==> src/rtl/decode_regfile_sb.sv <==
// decode_regfile_sb: decode-stage GPR bank with HI/LO pair and a per-register
// pending-write scoreboard that raises a zero-latency decode stall.
// Register 0 is hard-wired to zero. The link (ra) write wins over a
// same-cycle writeback to RA_ID.
// Optional macro DECODE_RF_BYPASS_EN: write-through read bypass, and a
// register whose final outstanding write lands this cycle no longer stalls.
// Handshake: an issue is accepted only when issue_valid && issue_ready.
// issue_valid with issue_ready low is ignored by the scoreboard and stalls decode.
module decode_regfile_sb #(
   parameter int DATA_WIDTH  = 32,
   parameter int REG_COUNT   = 32,
   parameter int NUM_READ    = 2,
   parameter int MAX_PENDING = 3,
   parameter int RA_ID       = 31,
   localparam int ID_W       = $clog2(REG_COUNT),
   localparam int CNT_W      = $clog2(MAX_PENDING + 1)
) (
   input  logic                           clock,
   input  logic                           reset_n,
   input  logic [NUM_READ*ID_W-1:0]       rd_id,
   output logic [NUM_READ*DATA_WIDTH-1:0] rd_data,
   input  logic                           wb_en,
   input  logic [ID_W-1:0]                wb_id,
   input  logic [DATA_WIDTH-1:0]          wb_data,
   input  logic                           ra_write,
   input  logic [DATA_WIDTH-1:0]          ra_data,
   input  logic                           hilo_wb_en,
   input  logic [DATA_WIDTH-1:0]          hi_wb,
   input  logic [DATA_WIDTH-1:0]          lo_wb,
   input  logic                           issue_valid,
   input  logic                           issue_reg_write,
   input  logic [ID_W-1:0]                issue_dest,
   input  logic                           issue_hilo,
   input  logic [NUM_READ-1:0]            rd_used,
   input  logic                           hilo_used,
   output logic [DATA_WIDTH-1:0]          hi_value,
   output logic [DATA_WIDTH-1:0]          lo_value,
   output logic [DATA_WIDTH-1:0]          syscall_funct,
   output logic [DATA_WIDTH-1:0]          syscall_param_1,
   output logic                           stall,
   output logic                           issue_ready
);

   // Read slots: the NUM_READ operand ports followed by the two syscall taps.
   localparam int NP = NUM_READ + 2;
   localparam logic [CNT_W-1:0] CNT_MAX = CNT_W'(MAX_PENDING);

   logic [DATA_WIDTH-1:0] gpr_q [REG_COUNT];
   logic [DATA_WIDTH-1:0] gpr_d [REG_COUNT];
   logic [CNT_W-1:0]      cnt_q [REG_COUNT];
   logic [CNT_W-1:0]      cnt_d [REG_COUNT];
   logic [DATA_WIDTH-1:0] hi_q, hi_d, lo_q, lo_d;
   logic [CNT_W-1:0]      hilo_cnt_q, hilo_cnt_d;

   logic [ID_W-1:0]       rid      [NP];
   logic [DATA_WIDTH-1:0] rval     [NP];
   logic                  rbusy    [NP];
   logic                  accept;
   logic                  hilo_busy;

   // Scoreboard admission: a full destination counter blocks the issue.
   always_comb begin
      issue_ready = 1'b1;
      if (issue_reg_write && (cnt_q[issue_dest] == CNT_MAX)) issue_ready = 1'b0;
      if (issue_hilo && (hilo_cnt_q == CNT_MAX))             issue_ready = 1'b0;
      accept = issue_valid && issue_ready;
   end

   // Next-state for the register array, HI/LO and all pending counters.
   always_comb begin
      gpr_d = gpr_q;
      cnt_d = cnt_q;
      hi_d  = hi_q;
      lo_d  = lo_q;
      for (int r = 1; r < REG_COUNT; r++) begin
         logic inc, dec;
         if (ra_write && (r == RA_ID))                    gpr_d[r] = ra_data;
         else if (wb_en && (wb_id == ID_W'(r)))           gpr_d[r] = wb_data;
         inc = accept && issue_reg_write && (issue_dest == ID_W'(r));
         dec = wb_en && (wb_id == ID_W'(r)) && (cnt_q[r] != '0);
         if (inc && !dec)      cnt_d[r] = cnt_q[r] + 1'b1;
         else if (dec && !inc) cnt_d[r] = cnt_q[r] - 1'b1;
      end
      if (hilo_wb_en) begin
         hi_d = hi_wb;
         lo_d = lo_wb;
      end
      hilo_cnt_d = hilo_cnt_q;
      if ((accept && issue_hilo) && !(hilo_wb_en && (hilo_cnt_q != '0)))
         hilo_cnt_d = hilo_cnt_q + 1'b1;
      else if (!(accept && issue_hilo) && (hilo_wb_en && (hilo_cnt_q != '0)))
         hilo_cnt_d = hilo_cnt_q - 1'b1;
   end

   // State registers; reset drops every value and every pending write.
   always_ff @(posedge clock or negedge reset_n) begin
      if (!reset_n) begin
         for (int r = 0; r < REG_COUNT; r++) begin
            gpr_q[r] <= '0;
            cnt_q[r] <= '0;
         end
         hi_q       <= '0;
         lo_q       <= '0;
         hilo_cnt_q <= '0;
      end else begin
         gpr_q      <= gpr_d;
         cnt_q      <= cnt_d;
         hi_q       <= hi_d;
         lo_q       <= lo_d;
         hilo_cnt_q <= hilo_cnt_d;
      end
   end

   // Read slots: array value (optionally bypassed) and per-slot busy flag.
   always_comb begin
      for (int k = 0; k < NUM_READ; k++) rid[k] = rd_id[k*ID_W +: ID_W];
      rid[NUM_READ]     = ID_W'(2);
      rid[NUM_READ + 1] = ID_W'(4);
      for (int k = 0; k < NP; k++) begin
         rval[k]  = gpr_q[rid[k]];
         rbusy[k] = (cnt_q[rid[k]] != '0);
`ifdef DECODE_RF_BYPASS_EN
         if (wb_en && (wb_id == rid[k])) begin
            rval[k] = wb_data;
            if (cnt_q[rid[k]] == CNT_W'(1)) rbusy[k] = 1'b0;
         end
         if (ra_write && (rid[k] == ID_W'(RA_ID))) rval[k] = ra_data;
`endif
         if (rid[k] == '0) rval[k] = '0;
      end
   end

   // Output mapping and HI/LO read path.
   always_comb begin
      for (int k = 0; k < NUM_READ; k++) rd_data[k*DATA_WIDTH +: DATA_WIDTH] = rval[k];
      syscall_funct   = rval[NUM_READ];
      syscall_param_1 = rval[NUM_READ + 1];
      hi_value  = hi_q;
      lo_value  = lo_q;
      hilo_busy = (hilo_cnt_q != '0);
`ifdef DECODE_RF_BYPASS_EN
      if (hilo_wb_en) begin
         hi_value = hi_wb;
         lo_value = lo_wb;
         if (hilo_cnt_q == CNT_W'(1)) hilo_busy = 1'b0;
      end
`endif
   end

   // Decode stall: needed operand still pending, or a rejected issue.
   always_comb begin
      stall = issue_valid && !issue_ready;
      for (int k = 0; k < NUM_READ; k++)
         if (rd_used[k] && rbusy[k]) stall = 1'b1;
      if (hilo_used && hilo_busy) stall = 1'b1;
   end

endmodule

==> config.mk <==
export PLATFORM = sky130hd
export DESIGN_NAME = decode_regfile_sb
export DESIGN_NICKNAME = d
export VERILOG_FILES = /design/src/rtl/decode_regfile_sb.sv
export SDC_FILE = /design/constraint.sdc
export NUM_CORES = 2
export LEC_CHECK = 0
export CORE_ASPECT_RATIO = 1.75
export CORE_MARGIN = 5
export CORE_UTILIZATION = 56
export CTS_BUF_LIST = sky130_fd_sc_hd__clkbuf_8
export CTS_CLUSTER_DIAMETER = 150
export CTS_CLUSTER_SIZE = 14
export DETAILED_ROUTE_END_ITERATION = 8
export HOLD_SLACK_MARGIN = 0.1
export PLACE_DENSITY = 0.79
export REMOVE_ABC_BUFFERS = 1
export SLEW_MARGIN = 5
export SYNTH_ARGS = -nofsm -noshare
export SYNTH_HDL_FRONTEND = slang
export SYNTH_SLANG_ARGS = --single-unit
==> constraint.sdc <==
create_clock -name clock -period 3.6 [get_ports clock]
set_clock_uncertainty 0.15 [all_clocks]
set_input_delay 0.72 -clock clock [delete_from_list [all_inputs] [get_ports clock]]
set_output_delay 0.72 -clock clock [all_outputs]
set_load 0.005 [all_outputs]
==> metrics.md <==
| Metric | Value |
|---|---|
| Total track usage | 32.39% |
| H-tree Lvls | 3 |
| Fin. max-slew vios | 0 |
| Pleak | 0.03129 uW |
| GRT busiest layer | met2 |
| Synth area leaders | dfrtp_1 46%, mux4_2 22%, mux2_2 21% |
| Flops & latches, synth | 1120 |
| Die width | 258.3 um |
| Switching Fraction | 29.84% |
| Peak VDD IR | 0.3609 mV |
| Post-synthesis compound-gate area fraction | 1.735% |
| Fmax | 0.2576 GHz |
| TritonCTS buffer count | 89 |
| Fin nets | 4680 |
| Sequential area share after synthesis | 46.37% |
| Top cell type's share of synthesized area | 46.37% |
| First-pass GRT wire length | 278100 um |
| DRT iter0 DRCs | 3629 |
| Largest net degree at the start of global routing | 103 |
| Clock transition at path regs | 0.10 ns |
| DP HPWL | 120000 um |
| Hold Fails Final Rpt | 0 |
| Leading area contributor after synthesis | dfrtp_1 |
| Clk_lat worst skew | 0.83 ns |
| Tot Pwr | 34440 uW |
| Die height | 444.6 um |
| P_int | 24160 uW |
| CTS tree | built |
| Most frequent cells after synthesis | 1122 x mux2_2, 1120 x dfrtp_1, 588 x mux4_2 |
| Synthesized area | 60440 um2 |
| Final WL | 188300 um |
| Grt met3 use | 7.508% |
| XOR/XNOR Fraction of Synth Area | 1.391% |
| Slew HR | 20.36% |
| Seq pwr share | 50.1% |
| Combinational power share | 31.2% |
| Top-Level Pins | 353 |
| Met1 usage | 39.63% |
| Post-route ant nets | 0 |
| Adder-Cell Fraction of Synth Area | 0.6624% |
| # DRC | 0 |
| Wire per inst | 32.12 um |
| Power share of the clock group | 18.7% |
| Outcome | complete, but fails checks |
| Setup crit start kind | register |
| Total gr overflow | 0 |
| CORE AREA | 107200 um2 |
| Data required, critical path | 2.73 ns |
| Distinct cells, synth | 54 |
| Max Cap Viol | 0 |
| Syn_area_per_cell | 15.34 um2 |
| Largest family of logic cells by synthesized area | multiplexers |
| Worst-path fanout max | 4 |
| Setup violations, final | 51 |
| GR Util met2 | 53.72% |
| Layout Cells excl Fill | 5861 |
| Routability cong. | 0.9357 |
| Starting Density | 56.37% |
| Initial antenna violation count | 4 |
| EDFF count, synth | 0 |
| Main synth FF type | dfrtp_1 |
| Critical Path AT | 3.01 ns |
| Tmin final | 3.882 ns |
| RSZ-0062 raised after global routing | true |
| Post-synthesis mux area share | 44.27% |
| Power Density | 476.5 nW/um2 |
| Placed Area | 68240 um2 |
| Vias in the first global route | 43081 |
| Setup WS post-layout | -0.2821 ns |
| Worst Tran Pin Value | 1.191 ns |
| Failing checks | negative setup slack |
| # rows | 159 |
| Layout area overhead | 19.58% |
| Period utilization | 107.8% |
| Layout cell share with drive strength beyond 1 | 55.91% |
| Simple-Gate Fraction of Synth Area | 2.165% |
| CTS Sinks | 1120 |
| Post-Layout Inst Area | 72280 um2 |
| Crit. End Element | output pin |
| DR pass1 iterations | 5 |
| Sw Pwr | 10280 uW |
| Ys Warns | 0 |
| # port buffers | 352 |
| Dpl cells | 5586 |
| Synth Instances | 3939 |
| Count leader, synth | mux2_2 |
| Pre-CTS setup slack | -0.8550 ns |
| Worst min-delay path category | input pin to register |
| DR vias | 39861 |
| Ys async rst share | 100.0% |
| Crit Path Class | register to output pin |
| DR vias/cell | 6.801 |
| Root buffer cell | clkbuf_8 |
| Die ar. | 114900 um2 |
| Longest Clk Path Bufs | 3 |
routing by layer:
| metal | vias to the layer above | share of wire (%) |
|---|---|---|
| met5 | - | 0.0090 |
| met4 | 2 | 7.0 |
| met3 | 612 | 8.2 |
| met2 | 1888 | 50 |
| met1 | 21320 | 35 |
| li1 | 16039 | - |
final cells by class:
| class | instances | area (um2) |
|---|---|---|
| diodes | 2 | 5.005 |
| clock buffers | 90 | 1239 |
| clock inverters | 3 | 23.77 |
| fillers | 7185 | 34950 |
| inverters | 7 | 55.05 |
| multi-input cells | 2360 | 30760 |
| flip-flops and latches | 1120 | 28050 |
| well taps | 1368 | 1712 |
| repair buffers | 910 | 10430 |
| repair inverters | 1 | 8.758 |
flip-flops by register name (all words and copies together) (netlist names):
signal,flops
cnt_q,62
hilo_cnt_q,2
hi_value,32
lo_value,32
syscall_param_1,32
gpr_q,928
syscall_funct,32
power groups by stage:
stage	Clock [uW]	Sequential (uW)	Combinational, uW
2_1_floorplan	0	16800	5890
3_3_place_gp	0	17200	9690
3_5_place_dp	0	17500	9950
4_1_cts	6560	17200	10500
5_1_grt	7010	17500	11400
6_report	6440	17300	10800
cells in the final DEF (no fill, tap or decap), types with 6 or more instances in the layout:
master           synthesis  layout
clkbuf_16                0      11
buf_6                    2     104
dfrtp_1               1120    1105
clkbuf_2                 0      12
mux2_4                   0      58
buf_12                   0     138
nor3_1                  29      23
a22o_1                  31      31
nand3b_1                 6       6
nor3_2                   0       6
a21oi_1                  8       8
clkdlybuf4s50_1          0     271
buf_4                   65     304
dfrtp_2                  0      15
mux4_2                 588     591
xnor2_1                 32      32
nand2b_1                12      12
buf_2                   52      12
nor2_4                   0      12
nand2_2                  0       6
ha_1                    32      32
mux2i_1                 70      67
o21ai_0                 86      85
buf_16                   0      18
clkbuf_8                 0      90
mux2_2                1122    1064
nand3_1                 10       9
buf_8                    1      32
xor2_1                  64      64
nand2_1                 85      78
nor2_1                 104      90
or2_2                   11      11
cell families after synthesis:
kind of cell | after synthesis
mux | 1787
flops | 1120
buf+inv | 459
simple gates | 286
compound gates | 159
xor+xnor | 96
fa+ha+maj | 32
worst paths after layout:
check                           start            end  slack, ns  cells past startpoint
setup / recovery            cnt_q[25]    issue_ready      -0.28                      7
hold / removal             hilo_wb_en  hilo_cnt_q[0]       0.31                      4
setup reg to reg            cnt_q[50]      cnt_q[55]       0.23                     12
hold reg to reg             cnt_q[61]      cnt_q[61]       0.36                      1
max in group asynchronous     reset_n      cnt_q[13]       1.74                      4
min in group asynchronous     reset_n     gpr_q[735]       0.35                      2
worst max-delay path: stages (launching register included):
cell,delay (ns)
dfrtp_2,0.46
mux4_2,0.49
mux2i_4,0.18
nor4b_2,0.09
or4_4,0.53
buf_6,0.13
a32oi_2,0.15
buf_2,0.15
per-stage QoR:
step           util [%]  TNS [ns]  hold slack [ns]
2_1_floorplan         -   -137.78           0.2744
3_3_place_gp      63.64    -40.50           0.3269
3_5_place_dp      63.64    -44.43           0.3381
4_1_cts           66.45    -5.893           0.2346
5_1_grt           67.40    -5.812           0.2953
6_report          67.40    -3.865           0.3146
what timing repair did:
item / 4_1_cts / 5_1_grt
hold buffers: 1 / 0
setup endpoints to repair: 66 / 55
pin swaps: 3 / 3
endpoints found under the hold margin: 37 / 0
setup buffers: 104 / 65
gates cloned: 10 / 11
gates resized for setup: 415 / 135
Power figures use the tool's default switching activity.
